<file path="config.mk">
export PLATFORM = sky130hd
export DESIGN_NAME = mtimer
export DESIGN_NICKNAME = d
export VERILOG_FILES = /design/src/rtl/mtimer_pkg.sv /design/src/rtl/mtimer_prescaler.sv /design/src/rtl/mtimer.sv
export SDC_FILE = /design/constraint.sdc
export NUM_CORES = 1
export LEC_CHECK = 0
export CORE_ASPECT_RATIO = 2
export CORE_UTILIZATION = 60
export DETAILED_ROUTE_END_ITERATION = 8
export PLACE_DENSITY = 0.86
export SYNTH_ARGS = -nofsm -noshare
export SYNTH_HDL_FRONTEND = slang
export SYNTH_HIERARCHICAL = 1
export SYNTH_SLANG_ARGS = --single-unit
</file>
<file path="constraint.sdc">
create_clock -name clk -period 3.6 [get_ports clk]
set_clock_uncertainty 0.1 [all_clocks]
set_input_delay 0.36 -clock clk [delete_from_list [all_inputs] [get_ports clk]]
set_output_delay 0.36 -clock clk [all_outputs]
set_load 0.05 [all_outputs]
</file>
<file path="src/rtl/mtimer_pkg.sv">
// mtimer_pkg: shared constants and types for the memory-mapped machine timer.
// Register word offsets (addr[4:2]), load/store access modes (funct3),
// CTRL bit positions and register reset values.
package mtimer_pkg;

    // Word offsets inside the 32-byte window
    localparam logic [2:0] MTIMER_MTIME_LO    = 3'd0;
    localparam logic [2:0] MTIMER_MTIME_HI    = 3'd1;
    localparam logic [2:0] MTIMER_MTIMECMP_LO = 3'd2;
    localparam logic [2:0] MTIMER_MTIMECMP_HI = 3'd3;
    localparam logic [2:0] MTIMER_CTRL        = 3'd4;
    localparam logic [2:0] MTIMER_PRESCALE    = 3'd5;

    // Load/store funct3 encodings
    typedef enum logic [2:0] {
        ACC_B  = 3'b000,
        ACC_H  = 3'b001,
        ACC_W  = 3'b010,
        ACC_BU = 3'b100,
        ACC_HU = 3'b101
    } acc_mode_t;

    // CTRL bit indices
    localparam int CTRL_EN_BIT     = 0;
    localparam int CTRL_IRQ_EN_BIT = 1;

    // Reset values
    localparam logic [63:0] MTIME_RST    = 64'h0;
    localparam logic [63:0] MTIMECMP_RST = 64'hFFFF_FFFF_FFFF_FFFF;
    localparam logic [1:0]  CTRL_RST     = 2'b00;
    localparam logic [15:0] PRESCALE_RST = 16'h0;

endpackage

</file>
<file path="src/rtl/mtimer_prescaler.sv">
// mtimer_prescaler: divides clk into mtime ticks, one tick every prescale+1 enabled cycles.
// Latency: tick is combinational from the current count; count updates at the clk edge.
// Backpressure: none; en=0 freezes the count, clr restarts it from 0.
// Ports: clk, rst (sync, active-high), en, clr, prescale[15:0] in; tick out.
module mtimer_prescaler (
    input  logic        clk,
    input  logic        rst,
    input  logic        en,
    input  logic        clr,
    input  logic [15:0] prescale,
    output logic        tick
);

    logic [15:0] pcnt_q;
    logic [15:0] pcnt_d;

    // A tick is the cycle in which the count reaches the terminal value.
    // Lowering prescale below the live count lets the counter wrap through
    // 16'hFFFF before the next tick; software clears it by writing CTRL/PRESCALE.
    assign tick = en && (pcnt_q == prescale);

    always_comb begin
        pcnt_d = pcnt_q;
        if (clr) begin
            pcnt_d = '0;
        end else if (en) begin
            pcnt_d = tick ? 16'h0 : pcnt_q + 16'd1;
        end
    end

    always_ff @(posedge clk) begin
        if (rst) begin
            pcnt_q <= '0;
        end else begin
            pcnt_q <= pcnt_d;
        end
    end

endmodule

</file>
<file path="src/rtl/mtimer.sv">
// mtimer: memory-mapped 64-bit machine timer with compare and level interrupt.
// Latency: hit/rdata combinational; register writes at the store edge; timer_interrupt one cycle behind state.
// Backpressure: none; every access completes in its own cycle.
// Ports: clk, rst (sync, active-high); rd_en, wr_en, addr[31:0], mem_acc_mode[2:0], wdata[31:0] in;
//        hit, rdata[31:0], timer_interrupt out.
module mtimer
    import mtimer_pkg::*;
#(
    parameter logic [31:0] BASE_ADDR = 32'h0000_1000
) (
    input  logic        clk,
    input  logic        rst,
    input  logic        rd_en,
    input  logic        wr_en,
    input  logic [31:0] addr,
    input  logic [2:0]  mem_acc_mode,
    input  logic [31:0] wdata,
    output logic        hit,
    output logic [31:0] rdata,
    output logic        timer_interrupt
);

    // Merge store data into an existing word; bytes outside the lanes keep their value.
    function automatic logic [31:0] lane_merge(input logic [31:0] old_word,
                                               input logic [31:0] wd,
                                               input acc_mode_t   m,
                                               input logic [1:0]  a);
        logic [31:0] res;
        res = old_word;
        case (m)
            ACC_B:   res[{a, 3'b000} +: 8]      = wd[7:0];
            ACC_H:   res[{a[1], 4'b0000} +: 16] = wd[15:0];
            ACC_W:   res                        = wd;
            default: res                        = old_word;
        endcase
        return res;
    endfunction

    // Select the addressed lane and sign/zero extend it.
    function automatic logic [31:0] load_extend(input logic [31:0] word,
                                                input acc_mode_t   m,
                                                input logic [1:0]  a);
        logic [7:0]  b;
        logic [15:0] h;
        logic [31:0] res;
        b = word[{a, 3'b000} +: 8];
        h = word[{a[1], 4'b0000} +: 16];
        case (m)
            ACC_B:   res = {{24{b[7]}}, b};
            ACC_BU:  res = {24'h0, b};
            ACC_H:   res = {{16{h[15]}}, h};
            ACC_HU:  res = {16'h0, h};
            ACC_W:   res = word;
            default: res = 32'h0;
        endcase
        return res;
    endfunction

    // Loads accept all five modes; stores only carry B/H/W funct3 codes.
    function automatic logic rd_legal(input acc_mode_t m, input logic [1:0] a);
        logic ok;
        case (m)
            ACC_B, ACC_BU: ok = 1'b1;
            ACC_H, ACC_HU: ok = !a[0];
            ACC_W:         ok = (a == 2'b00);
            default:       ok = 1'b0;
        endcase
        return ok;
    endfunction

    function automatic logic wr_legal(input acc_mode_t m, input logic [1:0] a);
        logic ok;
        case (m)
            ACC_B:   ok = 1'b1;
            ACC_H:   ok = !a[0];
            ACC_W:   ok = (a == 2'b00);
            default: ok = 1'b0;
        endcase
        return ok;
    endfunction

    acc_mode_t   mode;
    logic [2:0]  offset;
    logic [31:0] reg_word;
    logic [31:0] wr_word;
    logic        wr_ok;
    logic        tick;
    logic        pcnt_clr;

    logic [63:0] mtime_q,    mtime_d;
    logic [63:0] mtimecmp_q, mtimecmp_d;
    logic [1:0]  ctrl_q,     ctrl_d;
    logic [15:0] prescale_q, prescale_d;
    logic        irq_q;

    assign mode   = acc_mode_t'(mem_acc_mode);
    assign offset = addr[4:2];
    assign hit    = (addr[31:5] == BASE_ADDR[31:5]);
    assign wr_ok  = wr_en && hit && wr_legal(mode, addr[1:0]);

    // Raw register content at the addressed offset; reserved offsets read 0.
    always_comb begin
        reg_word = 32'h0;
        case (offset)
            MTIMER_MTIME_LO:    reg_word = mtime_q[31:0];
            MTIMER_MTIME_HI:    reg_word = mtime_q[63:32];
            MTIMER_MTIMECMP_LO: reg_word = mtimecmp_q[31:0];
            MTIMER_MTIMECMP_HI: reg_word = mtimecmp_q[63:32];
            MTIMER_CTRL:        reg_word = {30'h0, ctrl_q};
            MTIMER_PRESCALE:    reg_word = {16'h0, prescale_q};
            default:            reg_word = 32'h0;
        endcase
    end

    assign wr_word = lane_merge(reg_word, wdata, mode, addr[1:0]);
    assign rdata   = (rd_en && hit && rd_legal(mode, addr[1:0]))
                   ? load_extend(reg_word, mode, addr[1:0]) : 32'h0;

    always_comb begin
        // A store to either mtime half replaces the whole tick update, so the
        // untouched half is taken from mtime_q rather than the incremented value.
        mtime_d    = mtime_q + {63'h0, tick};
        mtimecmp_d = mtimecmp_q;
        ctrl_d     = ctrl_q;
        prescale_d = prescale_q;
        pcnt_clr   = 1'b0;
        if (wr_ok) begin
            case (offset)
                MTIMER_MTIME_LO:    mtime_d    = {mtime_q[63:32], wr_word};
                MTIMER_MTIME_HI:    mtime_d    = {wr_word, mtime_q[31:0]};
                MTIMER_MTIMECMP_LO: mtimecmp_d = {mtimecmp_q[63:32], wr_word};
                MTIMER_MTIMECMP_HI: mtimecmp_d = {wr_word, mtimecmp_q[31:0]};
                MTIMER_CTRL: begin
                    ctrl_d   = wr_word[1:0];
                    pcnt_clr = 1'b1;
                end
                MTIMER_PRESCALE: begin
                    prescale_d = wr_word[15:0];
                    pcnt_clr   = 1'b1;
                end
                default: ;
            endcase
        end
    end

    mtimer_prescaler u_prescaler (
        .clk      (clk),
        .rst      (rst),
        .en       (ctrl_q[CTRL_EN_BIT]),
        .clr      (pcnt_clr),
        .prescale (prescale_q),
        .tick     (tick)
    );

    always_ff @(posedge clk) begin
        if (rst) begin
            mtime_q    <= MTIME_RST;
            mtimecmp_q <= MTIMECMP_RST;
            ctrl_q     <= CTRL_RST;
            prescale_q <= PRESCALE_RST;
            irq_q      <= 1'b0;
        end else begin
            mtime_q    <= mtime_d;
            mtimecmp_q <= mtimecmp_d;
            ctrl_q     <= ctrl_d;
            prescale_q <= prescale_d;
            irq_q      <= ctrl_q[CTRL_IRQ_EN_BIT] && (mtime_q >= mtimecmp_q);
        end
    end

    assign timer_interrupt = irq_q;

endmodule

</file>
==> flow_summary.json <==
{
  "status": "finished clean",
  "hold_violations": 0,
  "critPathKind": "reg2reg",
  "num-nets-final": 1797,
  "cts-buffers-inserted": 17,
  "register_area_um2": 3270,
  "synth_top_area_share_pct": 26.7,
  "layout_common_cells": "dfxtp_1 (160), nand2_1 (147), buf_4 (132)",
  "drive_gt1_share_pct": 16.1,
  "cp_data_required_time_ps": 3840,
  "synthTopCellsByArea": "dfxtp_1 (27%), ha_1 (7.4%), nand2_1 (4.5%)",
  "insertion_delay_ps": 450,
  "place_congestion": 1.12,
  "total_power_mw": 4.17,
  "netlist_area_um2": 12200,
  "p_sw_share_pct": 27.7,
  "postLayoutSetupSlackWorst_ps": 47.2,
  "rsz0062_at_grt": "true",
  "critical_path_peak_fanout": 4,
  "coreArea_um2": 19900,
  "grt_pass1_vias": 13500,
  "setup_violations": 0,
  "row_count": 73,
  "n_fill_cell": 1588,
  "ir_worst_vdd_v": 0.000490,
  "wl_per_cell_um": 25.9,
  "synth_seq_area_share_pct": 26.7,
  "antenna_found_initial": 4,
  "yosys_most_used_dff": "dfxtp_1",
  "vias": 13700,
  "fin_util_pct": 73.6,
  "p_int_mw": 3.02,
  "syn_avg_cell_area_um2": 7.99,
  "clock_path_buffers": 2,
  "seqPwrFrac_pct": 43.2,
  "clkPwrFrac_pct": 42.4,
  "detail_route.first_pass.iterations": 6,
  "synth_top_area_cell": "dfxtp_1",
  "startpoint_type": "flop",
  "syn_inst": 1529,
  "combPwrFrac_pct": 14.4,
  "power.net_switching_mw": 1.15,
  "finalInstanceArea_um2": 14600,
  "clkTransAtPathRegs_ps": 70,
  "initial_core_util_pct": 61.4,
  "slew_headroom_pct": 28.3,
  "synth-edff-count": 0,
  "grt_max_degree": 56,
  "wl_um": 50000,
  "synth_cell_types": 88,
  "drtIter0Drc": 1303,
  "hpwl_um": 36600,
  "max_freq_mhz": 281,
  "yosysWarnings": 6,
  "area_growth_pct": 19.9,
  "drc": 0,
  "numPortBuffers": 104,
  "dpl_worst_slack_ps": 74.5,
  "synth-seq-cells": 163,
  "overflow": 0,
  "placed_area_um2": 14000,
  "die_y_um": 204,
  "hold_class": "in2reg",
  "ios": 105,
  "viasPerCell": 7.08,
  "die_x_um": 103,
  "syn_nets": 1672,
  "fin_crit_sh_pct": 98.7,
  "htreeDepth": 4,
  "arrival_ps": 3800,
  "multi_input_area_um2": 8210,
  "final_common_cell": "dfxtp_1",
  "synthArstFlopShare_pct": 0,
  "dieArea_um2": 21000,
  "ant_nets": 0,
  "leakage_nw": 6.51,
  "root_buffer": "clkbuf_16",
  "cts_tree": "yes",
  "slew_violations": 0,
  "worst_pin_slew_ps": 1080,
  "fin_crit_ps": 3550,
  "grt_pass1_wl_um": 76200,
  "tns_ps": 0,
  "grtUsageTotal_pct": 49.7,
  "power.density_nw_per_um2": 285,
  "cts_sinks": 163,
  "drv_cap": 0,
  "end_kind": "flop"
}
-- cell families (layout without fill, tap and decap cells) --
family / after synthesis / count (layout) / share of synthesized area [%]
mux: 62 / 62 / 7.64
flops: 163 / 163 / 26.7
simple gates: 539 / 539 / 23.4
compound gates: 460 / 460 / 25.7
xor+xnor: 34 / 34 / 2.44
other cells: 0 / 1 / 0
buf+inv: 199 / 337 / 6.67
fa+ha+maj: 72 / 72 / 7.37
-- flip-flops by register name (all words and copies together) (netlist names) --
signal	cells
prescale_q	16
u_prescaler/pcnt_q	16
mtime_q	64
timer_interrupt	1
ctrl_q	2
mtimecmp_q	64
-- critical path, cell delays in order (launching register included) --
cell and delay (ps):
dfxtp_1 360, xor2_1 210, nor4_1 300, nand3b_1 160, nor4b_2 240, buf_4 160
ha_1 190, nand2_1 130, nor4_2 300, buf_4 170, nand4_1 230, buf_4 240
o311ai_2 250, o41ai_1 110, o31a_1 290
-- worst paths after layout --
| path | end | start | slack, ps | cells past startpoint |
|---|---|---|---|---|
| worst max-delay path | mtime_q[39] | u_prescaler/pcnt_q[11] | 50 | 14 |
| worst min-delay path | mtime_q[45] | rst | 390 | 3 |
| worst max register to register | mtime_q[39] | u_prescaler/pcnt_q[11] | 50 | 14 |
| worst min register to register | mtimecmp_q[18] | mtimecmp_q[18] | 400 | 2 |
-- final cells by class --
| type | count | share of cell area (%) |
|---|---|---|
| clock inverter | 11 | 0.700 |
| antenna | 1 | 0.0171 |
| tap | 262 | 2.24 |
| clock buffer | 21 | 3.14 |
| inverter | 88 | 2.25 |
| timing repair buffer | 217 | 13.3 |
| multi-input combinational | 1167 | 56.1 |
| sequential | 163 | 22.3 |
-- timing repair --
action / CTS / global route
gates resized for setup: 0 / 15
hold buffers: 0 / 0
setup endpoints to repair: 0 / 56
setup buffers: 0 / 3
-- through the flow --
stage,std cells,hold slack (ps)
floorplan,1529,355
global placement,1893,369
detailed placement,1893,385
CTS,1925,370
global route,1930,405
finish,1930,393
-- synthesized netlist by cell type (all sizes together), types with 12 or more instances --
cell type    n
nor4        32
a21o        18
mux2        17
dfxtp      163
a21oi      107
a22oi       36
nand2b      20
nor2        98
and4        13
nand3       54
nor3        37
o21ai       48
a211oi      27
nand2      148
mux2i       22
o211ai      64
ha          72
a31oi       25
o22ai       29
or2         12
inv         87
buf         35
xor2        24
mux4        23
nand4       42
o22a        14
and3        16
clkbuf      76
nor2b       22
-- power by group through the flow --
| stage | logic, mW | clock network (mW) | registers [mW] |
|---|---|---|---|
| finish | 0.598 | 1.77 | 1.80 |
| global route | 0.618 | 1.85 | 1.80 |
| detailed placement | 0.553 | 0 | 1.84 |
| floorplan | 0.270 | 0 | 1.84 |
| CTS | 0.557 | 1.77 | 1.80 |
| global placement | 0.551 | 0 | 1.84 |
-- routing by layer --
metal / track usage [%] / routed length [µm]
met1: 49.1 / 15400
met2: 75.6 / 22500
met3: 20.7 / 5990
met4: 48.7 / 6080
met5: 1.03 / 38
Note: power is estimated with default switching activity, not from simulation.
